<file path="src/rtl/bist_netlist_wrapper.sv">
// Self-test wrapper for a combinational netlist: an LFSR drives its inputs and
// a MISR compacts its outputs into a signature checked against a golden value.
module bist_netlist_wrapper #(
  parameter int              IN_W     = 10,
  parameter int              OUT_W    = 4,
  parameter int              SIG_W    = 16,
  parameter int              N_PAT    = 256,
  parameter logic [IN_W-1:0] IN_TAPS  = 10'h240,
  parameter logic [SIG_W-1:0] SIG_TAPS = 16'hB400,
  parameter logic [IN_W-1:0] SEED     = 1
) (
  input  logic             clk,
  input  logic             rst,
  input  logic             start,
  input  logic             abort,
  output logic [IN_W-1:0]  pat,
  input  logic [OUT_W-1:0] dut_out,
  input  logic [SIG_W-1:0] golden,
  output logic             busy,
  output logic             done,
  output logic [SIG_W-1:0] signature,
  output logic             pass
);

  localparam int CNT_W = $clog2(N_PAT) + 1;

  // An all-zero LFSR would lock up, so a zero seed is promoted to 1.
  localparam logic [IN_W-1:0]  SEED_EFF = (SEED == '0) ? IN_W'(1) : SEED;
  localparam logic [CNT_W-1:0] LAST_CNT = CNT_W'(N_PAT - 1);

  typedef enum logic [1:0] {
    S_IDLE,
    S_RUN,
    S_DONE
  } state_t;

  state_t           state;
  logic [CNT_W-1:0] count;
  logic [IN_W-1:0]  pat_step;
  logic [SIG_W-1:0] sig_step;

  always_comb begin
    pat_step = {pat[IN_W-2:0], ^(pat & IN_TAPS)};
    sig_step = {signature[SIG_W-2:0], 1'b0}
             ^ (signature[SIG_W-1] ? SIG_TAPS : '0)
             ^ SIG_W'(dut_out);
  end

  // NOTE: sequential state uses non-blocking assignments so every register
  // samples the pre-edge values, independent of statement order.
  always_ff @(posedge clk) begin
    if (rst) begin
      state     <= S_IDLE;
      pat       <= SEED_EFF;
      signature <= '0;
      count     <= '0;
    end else begin
      case (state)
        S_IDLE, S_DONE: begin
          if (start) begin
            state     <= S_RUN;
            pat       <= SEED_EFF;
            signature <= '0;
            count     <= '0;
          end
        end
        S_RUN: begin
          if (abort) begin
            state <= S_IDLE;
          end else begin
            signature <= sig_step;
            count     <= count + 1'b1;
            // The last vector stays on pat so it remains observable in DONE.
            if (count == LAST_CNT) state <= S_DONE;
            else                   pat   <= pat_step;
          end
        end
        default: state <= S_IDLE;
      endcase
    end
  end

  assign busy = (state == S_RUN);
  assign done = (state == S_DONE);
  assign pass = done && (signature == golden);

endmodule

</file>
<file path="config.mk">
export PLATFORM = sky130hd
export DESIGN_NAME = bist_netlist_wrapper
export DESIGN_NICKNAME = d
export VERILOG_FILES = /design/src/rtl/bist_netlist_wrapper.sv
export SDC_FILE = /design/constraint.sdc
export NUM_CORES = 1
export LEC_CHECK = 0
export ABC_AREA = 1
export CAP_MARGIN = 20
export CORE_AREA = 2 2 66 68
export DETAILED_ROUTE_END_ITERATION = 7
export DIE_AREA = 0 0 68 70
export GPL_TIMING_DRIVEN = 0
export HOLD_SLACK_MARGIN = 0.03
export PLACE_DENSITY = 0.78
export SYNTH_ARGS = -nofsm -noshare
export SYNTH_HDL_FRONTEND = slang
export SYNTH_SLANG_ARGS = --single-unit
export TNS_END_PERCENT = 10
</file>
<file path="constraint.sdc">
create_clock -name clk -period 2.17 [get_ports clk]
set_clock_uncertainty 0.1 [all_clocks]
set_input_delay 0.217 -clock clk [delete_from_list [all_inputs] [get_ports clk]]
set_output_delay 0.217 -clock clk [all_outputs]
set_load 0.1 [all_outputs]
</file>
* Yosys cells after proc, flatten, opt, wreduce, memory -nomap -nowiden
Cells that the tools add are included.
Word-level totals: input port bits 24, bits in registers 37, output and inout bits 29, word-level logic and storage cells 38
Operators by class: $add $sub $neg 1, equal/unequal tests 8, reduce and logical (&&, ||, !) cells 8, bitwise logic cells 2, multiplexer cells 15
Operators by type and width (number):
- 16-bit two-way mux | 3
- 16-bit case mux with 2 select lines | 1
- 10-bit two-way mux | 3
- 10-bit case mux with 2 select lines | 1
- 9-bit two-way mux | 2
- 9-bit case mux with 2 select lines | 1
- 16-bit == test | 1
- 16-bit bitwise XOR | 1
- 16-bit by 4-bit bitwise XOR with 16-bit output | 1
- 10-bit XOR reduction | 1
- 9-bit by 1-bit adder with 9-bit output, second input constant | 1
- 9-bit by 8-bit == test with 1-bit output, second input constant | 1
- 2-bit two-way mux | 3
- 2-bit != test, second input constant | 3
- 2-bit case mux with 2 select lines | 1
- 4-bit AND reduction | 1
- 3-bit by 2-bit != test with 1-bit output, second input constant | 1
- 3-bit AND reduction | 1
- 2-bit by 1-bit == test with 1-bit output, second input constant | 1
- 2-bit == test, second input constant | 1
- 2-bit zero test | 1
- 2-bit AND reduction | 1
- 2-bit nonzero test | 1
- 2-bit OR reduction | 1
- 1-bit logical AND | 1

* Depth between registers and ports, before layout
word-level depth 5, depth in mapped cells 11, gate-level depth less buffers 11

* Worst setup path after synthesis
Ideal clock, no wire load.
kind reg2out, from reg signature[15], to out pass, buffers on the path 1, cell stages (with the launch flop) 8, arrival time 2.835 ns, slack -0.982 ns, required time 1.853 ns, cell sequence dfxtp_1 buf_2 inv_1 nand2_1 o21ai_0 nor2_1 nand3_1 nor2_1
Between the ends: cells in the longest elaborated chain, start to end 2
Ends and longest elaborated chain:
- from (decl) | RTL line 21 | output logic [SIG_W-1:0] signature,
- from (signal assigned) | RTL line 71 | signature <= sig_step;
- 16-bit == test | RTL line 85 | assign pass = done && (signature == golden);
- 1-bit logical AND | RTL line 85
- to (decl) | RTL line 22 | output logic pass
Every way passes these cells.

* Final worst setup path
from reg pat[9], to out pat[9]
RTL lines:
- from (decl) | RTL line 16 | output logic [IN_W-1:0] pat,
- from (signal assigned) | RTL line 75 | else pat <= pat_step;
No word-level cell between the ends.

==> flow_summary.ini <==
[cells_and_area]
design_area_um2 = 2550
multi_input_area_um2 = 935
n_antenna_cell = 0
nFillCells = 409
nets = 369
layoutNonFillerInstCount = 395
drive_gt1_share_pct = 10.5
area_growth_pct = 37.5
ff_latch_area_um2 = 758

[sta]
hold_ws_ns = 0.378
setup_violations = 0
max_slew.worst_pin.slew_ns = 0.977
slew_violations = 0
period_minus_slack_ns = 2.12
max_freq_mhz = 471
rsz0062_at_grt = no
finalSetupTns_ns = 0
hold_violations = 0
period_share_pct = 97.9
slew_headroom_pct = 34.7

[power_and_ir_drop]
total_power_mw = 1.74
leakage_nw = 1.09
power_density_nw_per_um2 = 682
ir_worst_vdd_mv = 0.380

[worst_setup_path]
critPathSlowestCell = clkdlybuf4s50_1
arrival_ns = 1.81
max_stage_delay_ns = 1.15
path_cells = clkdlybuf4s50_1
crit_required_ns = 1.85
crit_buf_inv = 1
path_max_fanout = 3
path_class = reg2out
critPathTopFamily = buffers and inverters
worstSetupEndpointType = output pin
r2r_slack_ns = 0.27
startpoint_type = register

[yosys]
synth_top_cell_area_share_pct = 39.9
yosys-top-cells-area = dfxtp_1 (40%), nand2_1 (14%), a21oi_1 (10%)
synth_async_sr_flop_share_pct = 0
synthTopCellsByCount = nand2_1 (71), inv_1 (39), a21oi_1 (37), dfxtp_1 (37), nor2_1 (36)
ys_types = 21
synth_area_leader_cell = dfxtp_1
ys.flop_type = dfxtp_1
synth_edf_count = 0
ys_seq_area_share_pct = 39.9
synth_cells = 284
synth_fp_nets = 310
syn_avg_cell_area_um2 = 6.54
yosys_warnings = 0
ys_ff_latch = 37
yosysMostFrequentCell = nand2_1
syn_area_um2 = 1860

[hold_path]
hp-class = reg2reg

[clocking]
cts_tree = built
hold_buffers = 0
numClockSinks = 37
cts-root-buf = clkbuf_8
clkTransAtPathRegs_ns = 0.07
cts_buffer_depth = 2
insertion_delay_ns = 0.29
cts_buffers = 5
h-tree-depth = 2
cts_setup_buffers = 0

[global_routing]
grt-ovfl-total = 0
grt_max_degree = 11
grt_pass1_wl_um = 7490
grt_pass1_vias = 1756
track_usage_pct = 20.3
antenna_found_initial = 0

[placement]
dp_cells = 388
io_buffers = 52
hpwl_um = 3460
placed_cell_area_um2 = 2470
place.gp.congestion = 0.783

[routing]
avgViaCountPerCell = 4.90
wl_um = 4680
drt_pass1_iterations = 4
drc_errors = 0
ant_nets = 0
drt_iter0_markers = 63
wl_per_cell_um = 11.8
vias = 1937

[die]
dieHeight_um = 70
fp.coreArea_um2 = 4140
num_rows = 24
fp.dieW_um = 68
dieArea_um2 = 4760
boundaryPins = 53
initial_core_util_pct = 44.8

[job]
cap_violations = 0

[outcome]
status = finished, final reports clean
-- flip-flops by register name, indices dropped and copies added, names as in the netlist --
name,count
state,2
count,9
signature,16
pat,10
-- layer usage --
metal / wire length [um] / track usage [%] / vias to the layer above
met3: 374 / 4.99 / 8
li1: - / - / 1006
met1: 2050 / 24.5 / 854
met5: 0 / 0 / -
met2: 2190 / 34.3 / 69
met4: 72 / 6.89 / 0
-- layout by cell type, fill, tap and decap left out, types with 5 or more instances in the layout --
cell	instances
a21oi_1	37
clkbuf_1	5
clkbuf_8	6
clkdlybuf4s50_1	45
dfxtp_1	23
dfxtp_2	14
inv_1	39
nand2_1	71
nand3_1	8
nor2_1	35
o21ai_0	27
-- final timing paths --
path,start,endpoint,cells after the start
hold / removal,pat[4],pat[4],2
hold reg to reg,pat[4],pat[4],2
setup / recovery,pat[9],pat[9],1
setup reg to reg,count[0],pat[6],10
-- kinds of logic after synthesis --
kind of cell | synth area share, %
AND/OR/NAND/NOR | 27.0
flip-flops | 39.9
adder cells (fa/ha/maj) | 1.35
XOR/XNOR | 2.83
AO/OA/AOI/OAI | 18.3
buffers and inverters | 10.7
-- cell type report --
| class | count | area share, % |
|---|---|---|
| plain buffers | 9 | 1.76 |
| clock buffers | 7 | 3.38 |
| inverters | 41 | 6.03 |
| multi-input cells | 197 | 36.6 |
| flip-flops and latches | 37 | 29.7 |
| well taps | 52 | 2.55 |
| repair buffers | 52 | 20.0 |
-- report_power, final --
group	total [mW]	switching, mW	internal [mW]
combinational	0.505	0.357	0.148
sequential	0.758	0.0398	0.718
clock	0.479	0.227	0.252
-- per-stage QoR --
stage | utilization [%] | setup slack, ns
after floorplan | - | 0.00215
after global placement | 59.5 | -0.489
after detailed placement | 59.5 | -0.497
after CTS | 61.4 | 0.0108
after global routing | 61.6 | 0.00576
final | 61.6 | 0.0452
-- what timing repair did --
item	CTS	global route
pin swaps	0	0
endpoints found under the setup margin	6	13
gates resized for setup	13	5
endpoints found under the hold margin	0	0
Power figures use the tool's default switching activity.
